<file path="config.mk">
export PLATFORM = sky130hd
export DESIGN_NAME = pipe_stage_reg
export DESIGN_NICKNAME = d
export VERILOG_FILES = /design/src/rtl/pipe_stage_reg_pkg.sv /design/src/rtl/pipe_stage_reg_entry.sv /design/src/rtl/pipe_stage_reg.sv
export SDC_FILE = /design/constraint.sdc
export NUM_CORES = 1
export LEC_CHECK = 0
export CORE_ASPECT_RATIO = 1.4
export CORE_MARGIN = 1
export CORE_UTILIZATION = 40
export DETAILED_ROUTE_END_ITERATION = 16
export PLACE_DENSITY_LB_ADDON = 0.12
export RECOVER_POWER = 50
export SYNTH_ARGS = -nofsm -noshare
export SYNTH_HDL_FRONTEND = slang
export SYNTH_HIERARCHICAL = 1
export SYNTH_SLANG_ARGS = --single-unit
</file>
<file path="constraint.sdc">
create_clock -name Clk -period 6 [get_ports Clk]
set_input_delay 0.6 -clock Clk [delete_from_list [all_inputs] [get_ports Clk]]
set_output_delay 0.6 -clock Clk [all_outputs]
set_load 0.02 [all_outputs]
</file>
<file path="src/rtl/pipe_stage_reg_pkg.sv">
// Shared pipeline definitions: stage-register state encoding and per-stage field widths.
package pipe_stage_reg_pkg;

   typedef enum logic [1:0] {
      ST_EMPTY = 2'd0,
      ST_ONE   = 2'd1,
      ST_TWO   = 2'd2
   } stage_state_e;

   // IF/ID boundary
   localparam int unsigned              IFID_CTRL_W   = 4;
   localparam int unsigned              IFID_DATA_W   = 64;
   localparam logic [IFID_CTRL_W-1:0]   IFID_CTRL_RST = '0;

   // ID/EX boundary
   localparam int unsigned              IDEX_CTRL_W   = 16;
   localparam int unsigned              IDEX_DATA_W   = 96;
   localparam logic [IDEX_CTRL_W-1:0]   IDEX_CTRL_RST = '0;

   // EX/MEM boundary
   localparam int unsigned              EXMEM_CTRL_W   = 12;
   localparam int unsigned              EXMEM_DATA_W   = 72;
   localparam logic [EXMEM_CTRL_W-1:0]  EXMEM_CTRL_RST = '0;

   // MEM/WB boundary
   localparam int unsigned              MEMWB_CTRL_W   = 6;
   localparam int unsigned              MEMWB_DATA_W   = 40;
   localparam logic [MEMWB_CTRL_W-1:0]  MEMWB_CTRL_RST = '0;

   function automatic logic [1:0] state_occ(input stage_state_e s);
      case (s)
         ST_ONE:  return 2'd1;
         ST_TWO:  return 2'd2;
         default: return 2'd0;
      endcase
   endfunction

endpackage

</file>
<file path="src/rtl/pipe_stage_reg_entry.sv">
// One pipeline entry: valid + control (reset to bubble) + data (no reset), with load/clear.
module pipe_entry #(
   parameter int unsigned        CTRL_W   = 16,
   parameter int unsigned        DATA_W   = 96,
   parameter logic [CTRL_W-1:0]  CTRL_RST = '0
) (
   input  logic              clk,
   input  logic              rst_n,
   input  logic              i_load,
   input  logic              i_clear,
   input  logic [CTRL_W-1:0] i_ctrl,
   input  logic [DATA_W-1:0] i_data,
   output logic              o_valid,
   output logic [CTRL_W-1:0] o_ctrl,
   output logic [DATA_W-1:0] o_data
);

   logic              r_valid;
   logic [CTRL_W-1:0] r_ctrl;
   logic [DATA_W-1:0] r_data;

   // clear wins over load so a killed entry always reads as a bubble
   always_ff @(posedge clk or negedge rst_n) begin
      if (!rst_n) begin
         r_valid <= 1'b0;
         r_ctrl  <= CTRL_RST;
      end else if (i_clear) begin
         r_valid <= 1'b0;
         r_ctrl  <= CTRL_RST;
      end else if (i_load) begin
         r_valid <= 1'b1;
         r_ctrl  <= i_ctrl;
      end
   end

   always_ff @(posedge clk) begin
      if (i_load && !i_clear) begin
         r_data <= i_data;
      end
   end

   assign o_valid = r_valid;
   assign o_ctrl  = r_ctrl;
   assign o_data  = r_data;

endmodule

</file>
<file path="src/rtl/pipe_stage_reg.sv">
// Pipeline stage register with optional two-entry skid buffer, flush and stall counter.
module pipe_stage_reg
   import pipe_stage_reg_pkg::*;
#(
   parameter int unsigned        CTRL_W   = 16,
   parameter int unsigned        DATA_W   = 96,
   parameter logic [CTRL_W-1:0]  CTRL_RST = '0,
   parameter int unsigned        SKID     = 1
) (
   input  logic              Clk,
   input  logic              Reset,
   input  logic              in_valid,
   output logic              in_ready,
   input  logic [CTRL_W-1:0] in_ctrl,
   input  logic [DATA_W-1:0] in_data,
   input  logic              flush,
   output logic              out_valid,
   input  logic              out_ready,
   output logic [CTRL_W-1:0] out_ctrl,
   output logic [DATA_W-1:0] out_data,
   output logic [1:0]        occupancy,
   output logic [15:0]       stall_cnt
);

   localparam bit SKID_EN = (SKID != 0);

   stage_state_e      r_state;
   stage_state_e      w_state_nxt;
   logic              r_rdy;
   logic [1:0]        r_occ;
   logic [15:0]       r_stall;

   logic              w_push;
   logic              w_pop;
   logic              w_main_load;
   logic              w_main_from_skid;
   logic              w_main_clear;
   logic              w_skid_load;
   logic              w_skid_clear;

   logic              w_main_valid;
   logic [CTRL_W-1:0] w_main_ctrl;
   logic [DATA_W-1:0] w_main_data;
   logic              w_skid_valid;
   logic [CTRL_W-1:0] w_skid_ctrl;
   logic [DATA_W-1:0] w_skid_data;

   // without the skid entry, ready also opens when the held entry leaves this cycle
   assign in_ready = r_rdy & (SKID_EN | ~w_main_valid | out_ready);
   assign w_push   = in_valid & in_ready;
   assign w_pop    = w_main_valid & out_ready;

   always_ff @(posedge Clk or negedge Reset) begin
      if (!Reset) begin
         r_state <= ST_EMPTY;
         r_rdy   <= 1'b0;
         r_occ   <= 2'd0;
      end else begin
         r_state <= w_state_nxt;
         r_rdy   <= (w_state_nxt != ST_TWO);
         r_occ   <= state_occ(w_state_nxt);
      end
   end

   always_comb begin
      w_state_nxt      = r_state;
      w_main_load      = 1'b0;
      w_main_from_skid = 1'b0;
      w_main_clear     = 1'b0;
      w_skid_load      = 1'b0;
      w_skid_clear     = 1'b0;
      if (flush) begin
         w_state_nxt  = ST_EMPTY;
         w_main_clear = 1'b1;
         w_skid_clear = 1'b1;
      end else begin
         case (r_state)
            ST_EMPTY: begin
               if (w_push) begin
                  w_main_load = 1'b1;
                  w_state_nxt = ST_ONE;
               end
            end
            ST_ONE: begin
               if (w_push && w_pop) begin
                  w_main_load = 1'b1;
               end else if (w_pop) begin
                  w_main_clear = 1'b1;
                  w_state_nxt  = ST_EMPTY;
               end else if (w_push && SKID_EN) begin
                  w_skid_load = 1'b1;
                  w_state_nxt = ST_TWO;
               end
            end
            ST_TWO: begin
               if (w_pop && w_skid_valid) begin
                  w_main_load      = 1'b1;
                  w_main_from_skid = 1'b1;
                  w_skid_clear     = 1'b1;
                  w_state_nxt      = ST_ONE;
               end
            end
            default: begin
               w_state_nxt  = ST_EMPTY;
               w_main_clear = 1'b1;
               w_skid_clear = 1'b1;
            end
         endcase
      end
   end

   // stall counter keeps counting across flushes; only reset clears it
   always_ff @(posedge Clk or negedge Reset) begin
      if (!Reset) begin
         r_stall <= 16'd0;
      end else if (w_main_valid && !out_ready && (r_stall != 16'hFFFF)) begin
         r_stall <= r_stall + 16'd1;
      end
   end

   pipe_entry #(
      .CTRL_W   (CTRL_W),
      .DATA_W   (DATA_W),
      .CTRL_RST (CTRL_RST)
   ) u_main (
      .clk     (Clk),
      .rst_n   (Reset),
      .i_load  (w_main_load),
      .i_clear (w_main_clear),
      .i_ctrl  (w_main_from_skid ? w_skid_ctrl : in_ctrl),
      .i_data  (w_main_from_skid ? w_skid_data : in_data),
      .o_valid (w_main_valid),
      .o_ctrl  (w_main_ctrl),
      .o_data  (w_main_data)
   );

   pipe_entry #(
      .CTRL_W   (CTRL_W),
      .DATA_W   (DATA_W),
      .CTRL_RST (CTRL_RST)
   ) u_skid (
      .clk     (Clk),
      .rst_n   (Reset),
      .i_load  (w_skid_load),
      .i_clear (w_skid_clear),
      .i_ctrl  (in_ctrl),
      .i_data  (in_data),
      .o_valid (w_skid_valid),
      .o_ctrl  (w_skid_ctrl),
      .o_data  (w_skid_data)
   );

   assign out_valid = w_main_valid;
   assign out_ctrl  = w_main_ctrl;
   assign out_data  = w_main_data;
   assign occupancy = r_occ;
   assign stall_cnt = r_stall;

endmodule

</file>
* Word level (Yosys, flattened, before mapping) *
Cells that the tools add are included.

storage, ports and cells
  word-level logic and storage cells = 68
  output and inout port bits = 132
  register bits after elaboration = 247
  bits of input ports = 117

operators by class
  mux-type cells = 35
  equality and inequality tests = 6
  add/subtract/negate cells = 1
  bitwise operators = 2
  reduce and logical (&&, ||, !) cells = 14

operator list
  kind                     number
  $mux W96                 1
  $mux W16                 5
  $mux W1                  18
  $add A16 B1 Y16 const B  1
  $ne A16 B16 Y1 const B   1
  $mux W2                  6
  $logic_and A1 B1 Y1      6
  $pmux W2 S3              1
  $eq A2 B1 Y1 const B     2
  $eq A2 B2 Y1 const B     2
  $pmux W1 S2              2
  $pmux W2 S2              1
  $reduce_bool A2 Y1       2
  $reduce_or A2 Y1         2
  $logic_not A1 Y1         3
  $pmux W1 S3              1
  $and A1 B1 Y1            2
  $logic_not A2 Y1         1
  $ne A2 B2 Y1 const B     1

* Depth between registers and ports, before layout *
Gate-level depths: netlist of run 1.

  word-level depth = 8
  depth in mapped cells = 8
  depth with buffers taken out = 6

* By module *
The synthesis of run 1 kept the hierarchy.

modules (own cells, without submodules)
  module          cells each  area an instance (um2)  times used  seq. area each (um2)
  pipe_entry      152         3583.4                  2           3308.2
  pipe_stage_reg  235         2844.0                  1           525.5

* Least setup slack after synthesis of run 1 *
OpenSTA, ideal clock, no wires.

  kind = register to register
  from = register u_main.r_valid (netlist: u_main/o_valid)
  to = register u_main.r_data[0] (netlist: u_main/o_data[0]), enable pin
  data required time = 5.437 ns
  data arrival time = 5.661 ns
  setup time = 0.563 ns
  slack = -0.224 ns
  period minus slack after synthesis = 6.224 ns
  path buffers = 2
  cell stages (with the launch flop) = 8
  cell sequence = dfrtp_1 -> nand4_1 -> a21oi_1 -> a31oi_1 -> nor2_1 -> buf_6 -> buf_12 -> nor2b_1

between the ends
  elaborated cells between the ends (all ways) = 13
  those cells by class = mux (8); bitwise (1); reduce/logical (4)

RTL lines
  element                                        line                                        text
  start: declaration                             pipe_stage_reg_entry.sv:18                  logic r_valid;
  start signal: assignment                       pipe_stage_reg_entry.sv:25                  r_valid <= 1'b0;
  start signal: assignment                       pipe_stage_reg_entry.sv:28                  r_valid <= 1'b0;
  start signal: assignment                       pipe_stage_reg_entry.sv:31                  r_valid <= 1'b1;
  $and A1 B1 Y1 (*)                              pipe_stage_reg.sv:51                        assign w_pop = w_main_valid & out_ready;
  $logic_and A1 B1 Y1, on equally long branches  pipe_stage_reg.sv:96, pipe_stage_reg.sv:85
  $mux W1, on equally long branches              pipe_stage_reg.sv:96, pipe_stage_reg.sv:85
  $pmux W1 S3 (*)                                pipe_stage_reg.sv:77                        case (r_state)
  $mux W1 (*)                                    pipe_stage_reg.sv:72                        if (flush) begin
  net w_main_load                                pipe_stage_reg.sv:35                        logic w_main_load;
  $logic_and A1 B1 Y1 (*)                        pipe_stage_reg_entry.sv:37                  if (i_load && !i_clear) begin
  end signal: assignment                         pipe_stage_reg_entry.sv:38                  r_data <= i_data;
  end: declaration                               pipe_stage_reg_entry.sv:20                  logic [DATA_W-1:0] r_data;

Mark *: on every way through the listed nets, which the timed path passes. The rest lies on a longest branch.
A chain may end at the register's enable or synchronous reset.

* Worst setup path in the final report of run 1 *
  from = input in_valid
  to = register u_skid.r_data[4] (netlist: u_skid/o_data[4]), enable pin

between the ends
  word-level cells in the longest chain between the ends = 7
  elaborated cells between the ends (all ways) = 8
  those cells by class = mux (5); bitwise (1); reduce/logical (2)

RTL lines
  element                  line                        text
  start: declaration       pipe_stage_reg.sv:12        input logic in_valid,
  $and A1 B1 Y1 (*)        pipe_stage_reg.sv:50        assign w_push = in_valid & in_ready;
  $mux W1                  pipe_stage_reg.sv:90        end else if (w_push && SKID_EN) begin
  $mux W1                  pipe_stage_reg.sv:87        end else if (w_pop) begin
  $mux W1 (*)              pipe_stage_reg.sv:85        if (w_push && w_pop) begin
  $mux W1 (*)              pipe_stage_reg.sv:77
  $mux W1 (*)              pipe_stage_reg.sv:72
  net w_skid_load          pipe_stage_reg.sv:38        logic w_skid_load;
  $logic_and A1 B1 Y1 (*)  pipe_stage_reg_entry.sv:37
  end signal: assignment   pipe_stage_reg_entry.sv:38
  end: declaration         pipe_stage_reg_entry.sv:20

Marks and branches as above.

==> summary.md, run 1 <==
| Metric | Value |
|---|---|
| FF+latch count, synth | `247` |
| TritonCTS clock tree | `built` |
| Htree depth | `1` |
| GRT Total Usage | `0.1602` |
| Crit path max fanout | `60` |
| Vias per cell | `4.839` |
| Routed wire length | `20660 um` |
| Period utilisation layout | `0.6818` |
| Clk_lat worst skew | `0.51 ns` |
| Dpl ws | `2.002 ns` |
| DIE HEIGHT | `189.2 um` |
| Design Power | `3.877 mW` |
| Site Rows | `68` |
| Final instance area | `13500 um2` |
| Fin cells | `1137` |
| Post-Syn Area | `10010 um2` |
| Worst setup margin | `1.909 ns` |
| GPL Wtd Cong | `0.8578` |
| Status | `complete, but fails checks` |
| Main synth FF type | `edfxtp_1` |
| Avg Inst Size Synth | `18.57 um2` |
| Register area share after synthesis | `0.7134` |
| Mapped Cells | `539` |
| # fillers | `1962` |
| Syn_nets | `657` |
| Global-route wire length before repair | `31800 um` |
| Critical Path Source Type | `input port` |
| # DRC | `0` |
| Crit Path Class | `in2reg` |
| Initial antenna violation count | `6` |
| Fin. Hold Viols | `0` |
| Drt first pass iters | `4` |
| Min-Delay Path Class | `reg2reg` |
| PortBufs | `248` |
| Ys Warns | `6` |
| Fin util | `0.5489` |
| Worst Path Arrival | `4.26 ns` |
| Failing checks | `max-capacitance violations, max-slew violations` |
| Clk slew on worst S/H paths | `0.06 ns` |
| Lkg Pwr | `5.201 nW` |
| Num ports | `249` |
| Final setup vio count | `0` |
| Max-cap viol count | `1` |
| Core ar. | `24590 um2` |
| Vias in the first global route | `5685` |
| Fmax achieved | `244.5 MHz` |
| Cell area power density | `287.3 nW/um2` |
| Max IR drop VDD | `0.2837 mV` |
| Post-layout min period | `4.091 ns` |
| Hold path cells | `1` |
| CTS Buffer Depth | `3` |
| Reg2reg setup slack | `2.17 ns` |
| Die area | `25670 um2` |
| Post CTS Setup Buffer Count | `0` |
| Setup TNS | `0 ns` |
| Min Hold Slack | `0.5205 ns` |
| Hpwl dp | `14070 um` |
| Num CTS Buffers | `25` |
| Share of cells above drive strength 1 | `0.2029` |
| RSZ-0062 raised after global routing | `false` |
| Placed Instance Area | `12700 um2` |
| Remaining antenna violation count | `0` |
| Post-synth ARST share | `0.2227` |
| Initial DRC count | `306` |
| Reg2Reg Depth | `6` |
| Die W | `135.7 um` |
| Initial Util | `0.4071` |
| Routed len/inst | `18.17 um` |
| Most frequent cells in the layout | `221 x dlygate4sd3_1, 192 x edfxtp_1, 80 x mux2_4` |
| Worst Setup End Kind | `flip-flop` |
| Overflow after GRT | `0` |
| Relative slew slack | `-1.001` |
| CTS Root Cell | `clkbuf_16` |
| Nets | `918` |
| Placed insts | `1088` |
| Worst Tran Pin Value | `3.001 ns` |
| Worst EP required | `6.17 ns` |
| Area delta synth->final | `34.81%` |
| Hold-fix buffers, CTS | `0` |
| Num Clock Sinks | `247` |
| Most common cell after layout, fill and taps aside | `dlygate4sd3_1` |
| Distinct cells, synth | `38` |
| Post-synth EDFFs | `192` |
| Final max-slew violation count | `56` |
| Via count | `5502` |
| Clock skew | `0.005389 ns` |
| Cts repair resizes | `0` |
| Largest net degree at the start of global routing | `66` |
[final timing paths]
| path | from | end |
|---|---|---|
| min reg2reg | stall_cnt[14] | stall_cnt[14] |
| max reg2reg | u_main/o_valid | u_skid/o_data[4] |
| max in group asynchronous | Reset | stall_cnt[4] |
| min | stall_cnt[14] | stall_cnt[14] |
| min in group asynchronous | Reset | u_skid/o_ctrl[10] |
| max | in_valid | u_skid/o_data[4] |
[worst max-delay path, cell delays in order]
cell,delay (ns)
dlygate4sd3_1,0.60
nand2_1,0.10
nor2_1,0.14
nand3_1,0.18
nor2_2,0.13
clkbuf_1,0.97
nor2b_4,1.09
buf_12,0.39
[per-layer routing]
layer,up-vias,track usage,wire length (um)
met2,190,0.2734,10360
met5,-,0,29
li1,2568,-,-
met4,4,0.04710,411
met3,38,0.04070,1551
met1,2702,0.1981,8312
[flip-flops by register name, summed over array words and instances, names as in the netlist]
signal / cells
occupancy: 2
u_skid/o_valid: 1
stall_cnt: 16
u_main/o_data: 96
u_skid/o_data: 96
u_main/o_valid: 1
in_ready: 1
u_skid/o_ctrl: 16
r_state: 2
u_main/o_ctrl: 16
[kinds of logic after synthesis]
kind of cell,count (synthesis),share of synthesized area
DFF,247,0.7134
and+or+nand+nor,94,0.04637
buffers and inverters,24,0.02887
xor gates and xnor gates,9,0.007874
adders and majority gates,1,0.001250
muxes,146,0.1902
AOI/OAI and AO/OA,18,0.01200
[report_power, final]
group / leakage (nW) / total [mW] / switching (mW) / internal [mW]
Clock: 0.387 / 1.53 / 0.640 / 0.890
Sequential: 2.49 / 1.96 / 0.0435 / 1.92
Combinational: 2.33 / 0.384 / 0.186 / 0.198
Total: 5.20 / 3.88 / 0.869 / 3.01
[Yosys cell counts (2+ instances only)]
master	n	area, um2
buf_2	8	40.04
edfxtp_1	192	5766
nand3b_1	2	15.01
buf_6	2	22.52
buf_12	10	200.2
nand3_1	11	55.05
nand4_1	9	56.30
nor2b_1	3	18.77
a31oi_1	3	18.77
inv_1	2	7.510
xnor2_1	8	70.07
mux2_4	80	1201
a21o_1	2	15.01
o21ba_2	2	20.02
nor2_1	45	168.9
or4_1	3	22.52
a21oi_1	6	30.03
mux2_2	33	371.6
and3b_1	2	17.52
nand2_1	8	30.03
o21a_1	3	22.52
and3_1	2	12.51
mux2i_1	32	320.3
dfrtp_1	55	1376
nand2b_1	3	18.77
[area by class of cell]
class,instances,area (um2),share of cell area
antenna,4,10.01,0.0007417
clock buffer,27,633.1,0.04691
clock inverter,18,167.7,0.01242
inverter,2,7.507,0.0005563
multi-input combinational,268,2599,0.1926
sequential,247,7142,0.5292
tap,315,394.1,0.02920
timing repair buffer,256,2542,0.1884
No activity file was read; power rests on OpenSTA's default activity.
==> inputs of run 2 (changes only) <==
==> constraint.sdc (replaced) <==
create_clock -name Clk -period 3.9 [get_ports Clk]
set_input_delay 0.39 -clock Clk [delete_from_list [all_inputs] [get_ports Clk]]
set_output_delay 0.39 -clock Clk [all_outputs]
set_load 0.02 [all_outputs]
==> run 2 against run 1 <==
Compared with the run above:
- the flow now finishes without violations
- largest cell class unchanged
- sequential power is 54% higher
- non-clock buffer count stayed put
- total power is 51% higher
- highest routed layer unchanged
- clock skew is 0.0034 ns higher
- worst setup slack worse by 0.62 ns
- first-iteration DRC count is 3.3% higher
- critical path type is now reg2reg
- combinational power is 55% higher
- sequential share of layout area hardly changed
==> summary.md, run 2 (same netlist as run 1, synthesis figures left out) <==
| Metric | Value |
|---|---|
| Vias per cell | `4.883` |
| Share of cells above drive strength 1 | `0.1983` |
| Clock skew | `0.008750 ns` |
| GRT Total Usage | `0.1592` |
| Fin util | `0.5484` |
| Lkg Pwr | `5.201 nW` |
| Crit Path Class | `reg2reg` |
| Dpl ws | `0.8775 ns` |
| Initial antenna violation count | `4` |
| Die area | `25670 um2` |
| Setup TNS | `0 ns` |
| Htree depth | `1` |
| DIE HEIGHT | `189.2 um` |
| Worst Path Arrival | `2.96 ns` |
| Worst setup margin | `1.290 ns` |
| Slowest stage delay, CP | `0.96 ns` |
| Max layer used | `met5` |
| Status | `completed` |
| Hpwl dp | `13790 um` |
| Site Rows | `68` |
| Fin. Hold Viols | `0` |
| Remaining antenna violation count | `0` |
| Nets | `918` |
| Global-route wire length before repair | `31610 um` |
| Area of the multi-input gates | `2604 um2` |
| PortBufs | `248` |
| Reg2reg setup slack | `1.29 ns` |
| FF/Latch Area | `7142 um2` |
| Die W | `135.7 um` |
| Placed insts | `1087` |
| Final max-slew violation count | `0` |
| Initial Util | `0.4071` |
| Min Hold Slack | `0.5245 ns` |
| Crit path max fanout | `17` |
| WL met3 | `1613 um` |
| Vias in the first global route | `5700` |
| Most common cell after layout, fill and taps aside | `dlygate4sd3_1` |
| Relative slew slack | `0.1504` |
| Post-layout min period | `2.610 ns` |
| Core ar. | `24590 um2` |
| Min-Delay Path Class | `reg2reg` |
| Fin cells | `1134` |
| Routed len/inst | `18.22 um` |
| Fmax achieved | `383.2 MHz` |
| CTS Root Cell | `clkbuf_16` |
| Worst Setup End Kind | `flip-flop` |
| DR WL met2 | `10290 um` |
| TritonCTS clock tree | `built` |
| Overflow after GRT | `0` |
| Via count | `5537` |
| Cts repair resizes | `0` |
| Critical Path Source Type | `flip-flop` |
| Met1 wire length | `8321 um` |
| Final setup vio count | `0` |
| Worst EP required | `4.25 ns` |
| Initial DRC count | `316` |
| Most frequent cells in the layout | `221 x dlygate4sd3_1, 192 x edfxtp_1, 80 x mux2_4` |
| Critical Path, Cell by Cell | `nand4_1, a21oi_1, a31oi_1, nor2_2, clkbuf_1, mux2i_1, nor2_1` |
| Max-cap viol count | `0` |
| Clk slew on worst S/H paths | `0.07 ns` |
| Clk_lat worst skew | `0.50 ns` |
| # DRC | `0` |
| CTS Buffer Depth | `3` |
| Routed wire length | `20660 um` |
| Drt first pass iters | `4` |
| # fillers | `1968` |
| GPL Wtd Cong | `0.8258` |
| Largest net degree at the start of global routing | `97` |
| Num ports | `249` |
| Cell area power density | `434.6 nW/um2` |
| Max IR drop VDD | `0.3590 mV` |
| Num CTS Buffers | `25` |
| Num Clock Sinks | `247` |
| Worst Tran Pin Value | `1.274 ns` |
| RSZ-0062 raised after global routing | `false` |
| Post CTS Setup Buffer Count | `0` |
| Area delta synth->final | `34.71%` |
| Hold-fix buffers, CTS | `1` |
| Period utilisation layout | `0.6692` |
| Slowest CP cell | `clkbuf_1` |
## run 2: per-layer routing
layer / GRT usage / vias up
met5: 0 / -
met4: 0.04192 / 4
met3: 0.04150 / 33
met2: 0.2753 / 198
met1: 0.1950 / 2733
li1: - / 2569
## run 2: final timing paths
check	startpoint	to	cells after the start
worst max-delay path	u_main/o_valid	u_main/o_ctrl[6]	7
worst min-delay path	u_skid/o_ctrl[13]	u_skid/o_ctrl[13]	2
worst max register to register	u_main/o_valid	u_main/o_ctrl[6]	7
worst min register to register	u_skid/o_ctrl[13]	u_skid/o_ctrl[13]	2
max in group asynchronous	Reset	stall_cnt[10]	3
min in group asynchronous	Reset	u_skid/o_ctrl[2]	2
## run 2: layout make-up
class / instances / share of cell area
tap: 315 / 0.02923
clock buffer: 31 / 0.04955
sequential: 247 / 0.5296
clock inverter: 13 / 0.006866
inverter: 2 / 0.0005567
antenna: 2 / 0.0003711
multi-input combinational: 268 / 0.1931
timing repair buffer: 256 / 0.1908
## run 2: worst max-delay path, delay by kind of cell (launching register included)
| kind | cells | cell delay (ns) |
|---|---|---|
| compound gates | 2 | 0.34 |
| mux | 1 | 0.29 |
| simple gates | 3 | 0.33 |
| buf+inv | 1 | 0.96 |
| flops | 1 | 0.53 |
## run 2: stage by stage
stage | total power [mW] | cell area [um2]
after floorplan | 3.365 | 10030
after global placement | 3.699 | 12710
after detailed placement | 3.718 | 12710
after CTS | 5.991 | 13490
after global routing | 6.090 | 13490
final | 5.861 | 13490
## run 2: power breakdown
part	internal, mW	switching, mW
clock	1.28	0.966
sequential	2.95	0.0670
combinational	0.307	0.289
==> inputs of run 3 (changes only) <==
==> constraint.sdc (replaced) <==
create_clock -name Clk -period 2.2 [get_ports Clk]
set_input_delay 0.22 -clock Clk [delete_from_list [all_inputs] [get_ports Clk]]
set_output_delay 0.22 -clock Clk [all_outputs]
set_load 0.02 [all_outputs]
==> run 3 against run 2 <==
Compared with the run above:
- non-clock buffer count rose by 24
- worst setup slack got worse by 1.1 ns
- fmax rose by 31%
- total power rose by 83%
- clock power rose by 90%
- flip-flop and latch count did not move
- critical path depth rose by 1
- register-to-register slack got worse by 1.1 ns
- die area did not move
- clock-buffer cell count did not move
- via count rose by 1.8%
- largest power group unchanged
==> summary.md, run 3 (same netlist as run 1, synthesis figures left out) <==
| Metric | Value |
|---|---|
| Status | `completed` |
| Power share of the clock group | `0.398` |
| Core ar. | `24590 um2` |
| Final max-slew violation count | `0` |
| Max layer used | `met5` |
| Fin cells | `1162` |
| DR WL met2 | `10840 um` |
| Num Clock Sinks | `247` |
| Site Rows | `68` |
| Seq pwr share | `0.498` |
| DIE HEIGHT | `189.2 um` |
| Initial Util | `0.4071` |
| Vias in the first global route | `6023` |
| Clk slew on worst S/H paths | `0.07 ns` |
| Relative slew slack | `0.4751` |
| Switching pwr | `2.399 mW` |
| Hpwl dp | `15080 um` |
| Crit Path Class | `reg2reg` |
| Crit path buf inv count | `3` |
| Worst Setup End Kind | `flip-flop` |
| Period utilisation layout | `0.9037` |
| Vias per cell | `4.852` |
| Via count | `5638` |
| Num CTS Buffers | `25` |
| Post CTS Setup Buffer Count | `0` |
| GPL Wtd Cong | `0.8231` |
| Fin. Hold Viols | `0` |
| Crit path max fanout | `20` |
| GRT Total Usage | `0.1660` |
| TritonCTS clock tree | `built` |
| Htree depth | `1` |
| Slowest CP cell | `dfrtp_2` |
| Cts repair resizes | `0` |
| Worst Tran Pin Value | `0.7874 ns` |
| Initial antenna violation count | `8` |
| # DRC | `0` |
| Worst Path Arrival | `2.22 ns` |
| Hold-fix buffers, CTS | `1` |
| Overflow after GRT | `0` |
| Lkg Pwr | `5.384 nW` |
| Most common cell after layout, fill and taps aside | `dlygate4sd3_1` |
| Initial DRC count | `268` |
| Area delta synth->final | `38.44%` |
| Worst setup margin | `0.2120 ns` |
| Global-route wire length before repair | `33000 um` |
| CTS Root Cell | `clkbuf_16` |
| Share of cells above drive strength 1 | `0.2245` |
| Num ports | `249` |
| Clk_lat worst skew | `0.52 ns` |
| Largest net degree at the start of global routing | `34` |
| Met1 wire length | `8249 um` |
| Dpl ws | `-0.04656 ns` |
| Routed len/inst | `18.17 um` |
| Max IR drop VDD | `0.5588 mV` |
| CTS Buffer Depth | `3` |
| Internal power | `8.335 mW` |
| Clock skew | `0.01651 ns` |
| Routed wire length | `21110 um` |
| Cell area power density | `774.5 nW/um2` |
| PortBufs | `248` |
| Sw frac | `0.2235` |
| Drt first pass iters | `4` |
| Most frequent cells in the layout | `222 x dlygate4sd3_1, 192 x edfxtp_1, 80 x mux2_4` |
| Remaining antenna violation count | `0` |
| Max-cap viol count | `0` |
| Fin util | `0.5637` |
| Critical Path Source Type | `flip-flop` |
| Placed insts | `1111` |
| Critical Path, Cell by Cell | `buf_4, nand2_1, a21oi_1, o21ai_0, nand2b_1, nor2b_4, buf_12, buf_12` |
| Fmax achieved | `503.0 MHz` |
| Nets | `942` |
| Die area | `25670 um2` |
| Top delay family on crit path | `buffers and inverters` |
| Logic pwr share | `0.104` |
| Final setup vio count | `0` |
| Post-layout min period | `1.988 ns` |
| Die W | `135.7 um` |
| Critical Path Most Common Cell | `buf_12` |
| Worst EP required | `2.43 ns` |
| RSZ-0062 raised after global routing | `false` |
| Min-Delay Path Class | `in2async` |
| Slowest stage delay, CP | `0.41 ns` |
| WL met3 | `1524 um` |
[run 3: cell count changes in the layout (fill, tap and decap cells not counted), sizes merged]
cell           delta
diode             +3
clkdlybuf4s50     -1
buf              +20
clkbuf            +4
inv               +1
clkinv            -2
bufinv            +2
dlygate4sd3       +1
[run 3: path summary, 6_finish.rpt]
check,from,endpoint,slack (ns),cells after the start
worst max-delay path,u_main/o_valid,u_main/o_data[43],0.21,8
worst min-delay path,Reset,stall_cnt[1],0.28,2
worst max register to register,u_main/o_valid,u_main/o_data[43],0.21,8
worst min register to register,stall_cnt[8],stall_cnt[8],0.52,1
max in group asynchronous,Reset,stall_cnt[3],0.80,3
min in group Clk,in_ctrl[4],u_skid/o_ctrl[4],0.35,3
[run 3: cell type report]
class | count | area [um2]
antenna | 5 | 12.51
clock buffer | 31 | 668.1
clock inverter | 14 | 157.7
fill | 1933 | 10730
inverter | 2 | 7.507
multi-input combinational | 268 | 2600
sequential | 247 | 7144
tap | 315 | 394.1
timing repair buffer | 280 | 2875
[run 3: layer usage]
layer / vias to the layer above / track usage
li1: 2626 / -
met1: 2780 / 0.2025
met2: 189 / 0.2851
met3: 37 / 0.04418
met4: 6 / 0.04840
met5: - / 0
[run 3: stage by stage]
step                area (um2)  setup TNS (ns)  total power, mW  hold WS [ns]
floorplan                10030         -177.10            5.968      -0.07559
global placement         13060          -2.589            6.623        0.3096
detailed placement       13060          -2.486            6.654        0.3266
CTS                      13900               0            10.98        0.2648
global route             13860               0            11.15        0.3238
finish                   13860               0            10.73        0.2783
[run 3: power by group through the flow]
stage          combinational, mW  clock, mW  sequential (mW)
2_1_floorplan              0.367          0             5.60
3_5_place_dp                1.21          0             5.45
6_report                    1.11       4.27             5.35
4_1_cts                     1.22       4.41             5.35
5_1_grt                     1.19       4.59             5.36
3_3_place_gp                1.19          0             5.44
